===== src/rtl/aes_round_seq_if.sv =====
// Host-side bundle for the AES round sequencer: operation request,
// key-schedule handshake, status and the per-step datapath strobes.
interface aes_round_seq_if #(
    parameter int CNT_W = 4
);
    logic             start;
    logic             decrypt;
    logic [1:0]       key_len;
    logic             key_ready;
    logic             abort;
    logic             busy;
    logic             done;
    logic             err;
    logic [CNT_W-1:0] round;
    logic [CNT_W-1:0] rk_idx;
    logic             add_round_en;
    logic             sub_en;
    logic             shift_en;
    logic             mix_en;
    logic             first_round;

    // Sequencer side
    modport slave (
        input  start, decrypt, key_len, key_ready, abort,
        output busy, done, err, round, rk_idx,
               add_round_en, sub_en, shift_en, mix_en, first_round
    );

    // Host / datapath side
    modport master (
        output start, decrypt, key_len, key_ready, abort,
        input  busy, done, err, round, rk_idx,
               add_round_en, sub_en, shift_en, mix_en, first_round
    );
endinterface


===== src/rtl/aes_round_seq.sv =====
// AES round-sequencing controller: walks the forward or inverse round
// order for AES-128/192/256 and drives one datapath strobe per cycle
// together with the round number and the round-key index.
module aes_round_seq #(
    parameter int CNT_W  = 4,
    parameter int NR_128 = 10,
    parameter int NR_192 = 12,
    parameter int NR_256 = 14
) (
    input  logic           clk,
    input  logic           reset,
    aes_round_seq_if.slave bus
);

    typedef enum logic [2:0] {
        IDLE,
        KEY,
        ARK,
        SUB,
        SHIFT,
        MIX,
        DONE
    } state_t;

    localparam logic [CNT_W-1:0] NR128_C = CNT_W'(NR_128);
    localparam logic [CNT_W-1:0] NR192_C = CNT_W'(NR_192);
    localparam logic [CNT_W-1:0] NR256_C = CNT_W'(NR_256);
    localparam logic [CNT_W-1:0] ONE_C   = CNT_W'(1);

    state_t           state_q, state_d;
    logic [CNT_W-1:0] round_q, round_d;
    logic [CNT_W-1:0] nr_q, nr_d;
    logic             dec_q, dec_d;
    logic             err_q, err_d;

    logic [CNT_W-1:0] nr_sel;
    logic             key_len_ok;
    logic             last_round;

    assign key_len_ok = (bus.key_len != 2'b11);
    assign last_round = (round_q == nr_q);

    // Round count for the requested key size.
    always_comb begin
        nr_sel = '0;
        case (bus.key_len)
            2'b00:   nr_sel = NR128_C;
            2'b01:   nr_sel = NR192_C;
            2'b10:   nr_sel = NR256_C;
            default: nr_sel = '0;
        endcase
    end

    // Next-state, round counter and latched-mode update.
    // round advances when leaving every non-final ARK, so in the inverse
    // order the MIX that follows an ARK already reports the next round.
    always_comb begin
        state_d = state_q;
        round_d = round_q;
        nr_d    = nr_q;
        dec_d   = dec_q;
        err_d   = 1'b0;
        case (state_q)
            IDLE: begin
                if (bus.start) begin
                    if (key_len_ok) begin
                        state_d = KEY;
                        round_d = '0;
                        nr_d    = nr_sel;
                        dec_d   = bus.decrypt;
                    end else begin
                        err_d = 1'b1;
                    end
                end
            end
            KEY: begin
                if (bus.abort)
                    state_d = IDLE;
                else if (bus.key_ready)
                    state_d = ARK;
            end
            ARK: begin
                if (bus.abort) begin
                    state_d = IDLE;
                end else if (last_round) begin
                    state_d = DONE;
                end else begin
                    round_d = round_q + ONE_C;
                    if (!dec_q)
                        state_d = SUB;
                    else if (round_q == '0)
                        state_d = SHIFT;
                    else
                        state_d = MIX;
                end
            end
            SUB: begin
                if (bus.abort)
                    state_d = IDLE;
                else
                    state_d = dec_q ? ARK : SHIFT;
            end
            SHIFT: begin
                if (bus.abort)
                    state_d = IDLE;
                else if (dec_q)
                    state_d = SUB;
                else
                    state_d = last_round ? ARK : MIX;
            end
            MIX: begin
                if (bus.abort)
                    state_d = IDLE;
                else
                    state_d = dec_q ? SHIFT : ARK;
            end
            DONE: begin
                state_d = IDLE;
            end
            default: begin
                state_d = IDLE;
            end
        endcase
    end

    // State and datapath-control registers, asynchronous active-low reset.
    always_ff @(posedge clk or negedge reset) begin
        if (!reset) begin
            state_q <= IDLE;
            round_q <= '0;
            nr_q    <= '0;
            dec_q   <= 1'b0;
            err_q   <= 1'b0;
        end else begin
            state_q <= state_d;
            round_q <= round_d;
            nr_q    <= nr_d;
            dec_q   <= dec_d;
            err_q   <= err_d;
        end
    end

    assign bus.busy         = (state_q != IDLE);
    assign bus.done         = (state_q == DONE);
    assign bus.err          = err_q;
    assign bus.round        = round_q;
    assign bus.rk_idx       = dec_q ? (nr_q - round_q) : round_q;
    assign bus.add_round_en = (state_q == ARK);
    assign bus.sub_en       = (state_q == SUB);
    assign bus.shift_en     = (state_q == SHIFT);
    assign bus.mix_en       = (state_q == MIX);
    assign bus.first_round  = (state_q == ARK) && (round_q == '0);

endmodule

===== src/flat_wrapper.sv =====
// flat-port wrapper written by rule: the top's interface ports become plain ports
module aes_round_seq_flat 
#(
    parameter int CNT_W  = 4,
    parameter int NR_128 = 10,
    parameter int NR_192 = 12,
    parameter int NR_256 = 14
)
  (clk, reset, bus_start, bus_decrypt, bus_key_len, bus_key_ready, bus_abort, bus_busy, bus_done, bus_err, bus_round, bus_rk_idx, bus_add_round_en, bus_sub_en, bus_shift_en, bus_mix_en, bus_first_round);
  aes_round_seq_if #(.CNT_W(CNT_W)) bus_i ();
  input  logic clk;
  input  logic reset;
  input wire logic [$bits(bus_i.start)-1:0] bus_start;
  input wire logic [$bits(bus_i.decrypt)-1:0] bus_decrypt;
  input wire logic [$bits(bus_i.key_len)-1:0] bus_key_len;
  input wire logic [$bits(bus_i.key_ready)-1:0] bus_key_ready;
  input wire logic [$bits(bus_i.abort)-1:0] bus_abort;
  output wire logic [$bits(bus_i.busy)-1:0] bus_busy;
  output wire logic [$bits(bus_i.done)-1:0] bus_done;
  output wire logic [$bits(bus_i.err)-1:0] bus_err;
  output wire logic [$bits(bus_i.round)-1:0] bus_round;
  output wire logic [$bits(bus_i.rk_idx)-1:0] bus_rk_idx;
  output wire logic [$bits(bus_i.add_round_en)-1:0] bus_add_round_en;
  output wire logic [$bits(bus_i.sub_en)-1:0] bus_sub_en;
  output wire logic [$bits(bus_i.shift_en)-1:0] bus_shift_en;
  output wire logic [$bits(bus_i.mix_en)-1:0] bus_mix_en;
  output wire logic [$bits(bus_i.first_round)-1:0] bus_first_round;
  assign bus_i.start = bus_start;
  assign bus_i.decrypt = bus_decrypt;
  assign bus_i.key_len = bus_key_len;
  assign bus_i.key_ready = bus_key_ready;
  assign bus_i.abort = bus_abort;
  assign bus_busy = bus_i.busy;
  assign bus_done = bus_i.done;
  assign bus_err = bus_i.err;
  assign bus_round = bus_i.round;
  assign bus_rk_idx = bus_i.rk_idx;
  assign bus_add_round_en = bus_i.add_round_en;
  assign bus_sub_en = bus_i.sub_en;
  assign bus_shift_en = bus_i.shift_en;
  assign bus_mix_en = bus_i.mix_en;
  assign bus_first_round = bus_i.first_round;
  aes_round_seq #(.CNT_W(CNT_W), .NR_128(NR_128), .NR_192(NR_192), .NR_256(NR_256)) u_core (.clk(clk), .reset(reset), .bus(bus_i));
endmodule

===== config.mk =====
export PLATFORM = sky130hd
export DESIGN_NAME = aes_round_seq_flat
export DESIGN_NICKNAME = d
export VERILOG_FILES = /design/src/rtl/aes_round_seq_if.sv /design/src/rtl/aes_round_seq.sv /design/src/flat_wrapper.sv
export SDC_FILE = /design/constraint.sdc
export NUM_CORES = 1
export LEC_CHECK = 0
export CAP_MARGIN = 20
export CORE_MARGIN = 4
export CORE_UTILIZATION = 50
export DETAILED_ROUTE_END_ITERATION = 10
export PLACE_DENSITY = 0.78
export SYNTH_ARGS = -nofsm -noshare
export SYNTH_HDL_FRONTEND = slang
export SYNTH_SLANG_ARGS = --single-unit

===== constraint.sdc =====
create_clock -name clk -period 2.99 [get_ports clk]
set_clock_uncertainty 0.2 [all_clocks]
set_input_delay 0.598 -clock clk [delete_from_list [all_inputs] [get_ports clk]]
set_output_delay 0.598 -clock clk [all_outputs]
set_load 0.02 [all_outputs]

==> results.tsv <==
metric	value	unit
Num CTS Buffers	3	
grt met2 use	31.6	%
post-DR vias/cell	5.55	
Slew Limit Fails	0	
CP max stage delay	0.62	ns
layout cells sized above 1	17.2	%
CTS Sinks	12	
Clk pin slew, worst setup/hold paths	0.07	ns
worst r2r src	u_core.bus.round[1]	
final setup vio count	0	
Remaining Overflow, GRT	0	
Net Sw Power	0.511	mW
endpoints failing hold	0	
Seq pwr share	27.7	%
DRC Markers	0	
final cell count without fillers	153	
IR drop worst, VDD	0.000537	V
Port-buffer cells	23	
largest net degree at the start of global routing	15	
first-pass GRT wire length	3.58	mm
hold path startpoint	u_core.nr_q[1]	
CTS Buffer Depth	2	
leakage power	0.551	nW
setup_tns	0	ns
DR iter-0 viols	12	
crit path cell chain	fa_1, mux2i_1, clkdlybuf4s50_1	
Die ar.	0.00273	mm^2
worst-path fanout max	8	
Distinct cells, synth	41	
Critical R2R Capture	u_core.state_q[0]	
vias in the first global route	825	
Die H	52.2	um
via count	849	
starting density of the core	54.9	%
Yosys top cell area share	30.7	%
row count	15	
Hold Crit Endpoint	u_core.nr_q[1]	
Synthesis Warnings	0	
CP top delay family	buffers and inverters	
Int Power	0.569	mW
Worst setup EP type	primary output	
nets@finish	148	
syn_nets	120	
total routed wirelength	2.22	mm
max_slew headroom	60.8	%
dpl hpwl	1.76	mm
Core Region	0.00178	mm^2
ANT nets after route	0	
Die Span X	52.2	um
Max Fclk	0.354	GHz
Mapped Avg Cell Area	9.59	um^2
Synth-to-Final Area Change	28.3	%
switching share of power	47.3	%
routed len/inst	14.5	um
H-tree Lvls	1	
grt met3 use	6.55	%
Worst setup SP type	register	
GPL Wtd Cong	0.855	
Global Route Usage Sum	17.8	%
RSZ-0062 raised after global routing	no	
worst min path class	register to register	
Root Driver	clkbuf_4	
Fill cells	139	
Worst Path Required	2.19	ns
clock power share	9.0	%
Reg2Reg Depth	7	
I/O pin cnt	24	
dominant cell type by area after synthesis	dfrtp_1	
synthesized cell area	978	um^2
Worst EP arrival	2.02	ns
slowest stage cell on the critical path	clkdlybuf4s50_1	
logic gate share of total power	63.2	%
grt met1 use	21.4	%
area of the multi-input gates	602	um^2
initial antenna violation count	0	
CTS tree	yes	
WHS Path Cells	2	
Power Density	861	mW/mm^2
status	completed	
Synth Register Bits	12	
actual slew at the worst max-slew pin	0.586	ns
Period minus WS final	2.82	ns
max_cap viols	0	
WS Path Type	register to primary output	
First-pass DRT Iterations	5	
dominant cells by area after synthesis	dfrtp_1 (31%), ha_1 (12%), inv_1 (3.8%)	
placed cells	150	
ant diodes	0	
grt peak-use layer	met2	
Syn Inst Count	102	
register area share after synthesis	30.7	%
Final period util	94.4	%
Reg area	300	um^2
CP Buf/Inv Count	1	
R2R Setup Slk	1.11	ns
clock latency on the worst-skew pair	0.27	ns
## power by group through the flow
stage,combinational (mW),sequential [mW],clock (mW)
floorplan,0.500,0.273,0
global placement,0.678,0.295,0
detailed placement,0.701,0.301,0
CTS,0.690,0.297,0.102
global route,0.745,0.306,0.109
finish,0.683,0.300,0.0976
## state kept, by name, indices dropped and copies added, names as in the netlist
name	cells
u_core.bus.err	1
u_core.dec_q	1
u_core.state_q	3
u_core.bus.round	4
u_core.nr_q	3
## routing by layer
layer | share of wire, % | vias up
met2 | 51 | 37
met1 | 40 | 400
met4 | 0.63 | 0
met3 | 8.2 | 2
met5 | 0 | -
li1 | - | 410
## metrics by stage
step	setup WS [ns]	total power [mW]	hold WS, ns	instance area, um^2	util (%)
4_1_cts	0.0975	1.09	0.327	1260	70.6
5_1_grt	0.0523	1.16	0.361	1250	70.4
3_3_place_gp	0.214	0.973	0.297	1240	69.5
3_5_place_dp	0.124	1.00	0.311	1240	69.5
2_1_floorplan	0.414	0.772	0.102	978	-
6_report	0.169	1.08	0.326	1250	70.4
## logic make-up after synthesis
logic type / synth area share, %
mux: 4.35
compound gates: 16.9
flops: 30.7
xor+xnor: 3.45
fa+ha+maj: 13.6
simple gates: 23.3
buf+inv: 7.80
## layout make-up
class / instances / area share (%)
Sequential cell: 12 / 23.9
Inverter: 10 / 2.99
Timing Repair Buffer: 28 / 20.8
Clock buffer: 3 / 1.79
Multi-Input combinational cell: 75 / 48.0
Tap cell: 25 / 2.49
## worst max path at each step
stage,cells after the start,slack [ns],to,startpoint
after floorplan,6,0.41,bus_rk_idx[3],u_core.bus.round[2]
final,3,0.17,bus_rk_idx[1],u_core.bus.round[0]
after global placement,7,0.21,bus_rk_idx[3],u_core.bus.round[2]
after detailed placement,7,0.12,bus_rk_idx[3],u_core.bus.round[2]
after global routing,3,0.05,bus_rk_idx[1],u_core.bus.round[0]
after CTS,7,0.1,bus_rk_idx[3],u_core.bus.round[2]
## Yosys cell counts (all sizes together)
| cell type | n |
|---|---|
| and3 | 2 |
| buf | 5 |
| nor3 | 2 |
| or2 | 1 |
| mux2i | 2 |
| and3b | 1 |
| o31ai | 3 |
| nor4 | 1 |
| inv | 10 |
| nand3b | 3 |
| o311ai | 2 |
| o211ai | 1 |
| nor2 | 9 |
| nor3b | 2 |
| nand2 | 8 |
| nor4b | 1 |
| xor2 | 1 |
| dfrtp | 12 |
| o21ai | 8 |
| xnor2 | 2 |
| fa | 1 |
| ha | 9 |
| a221oi | 1 |
| nand3 | 3 |
| a21oi | 6 |
| a211o | 1 |
| and2 | 1 |
| a21boi | 1 |
| mux2 | 2 |
| o2bb2ai | 1 |
## cells in the final DEF, fill, tap and decap left out, types with 2 or more instances in the layout
| cell type | n |
|---|---|
| clkdlybuf4s50_1 | 21 |
| o31ai_1 | 3 |
| nand3_1 | 3 |
| nand2_1 | 8 |
| clkbuf_4 | 3 |
| dfrtp_1 | 12 |
| nand3b_1 | 2 |
| mux2_2 | 2 |
| o21ai_1 | 2 |
| inv_1 | 10 |
| o21ai_0 | 5 |
| nor2_1 | 8 |
| buf_4 | 5 |
| a21oi_1 | 5 |
| xnor2_1 | 2 |
| ha_1 | 9 |
| and3_1 | 2 |
| mux2i_1 | 2 |
## repair_timing
action | CTS | global route
gates cloned | 0 | 0
setup endpoints to repair | 2 | 1
resized for setup | 2 | 2
hold buffers | 0 | 0
endpoints found under the hold margin | 0 | 0
buffers inserted | 0 | 0
## worst reg2reg max path: stages (launching register included)
cell       delay [ns]
dfrtp_1          0.35
inv_1            0.06
ha_1             0.30
ha_1             0.15
nand2_1          0.10
o311ai_0         0.30
o21ai_0          0.16
o2bb2ai_1        0.15
No activity file was read; power rests on OpenSTA's default activity.
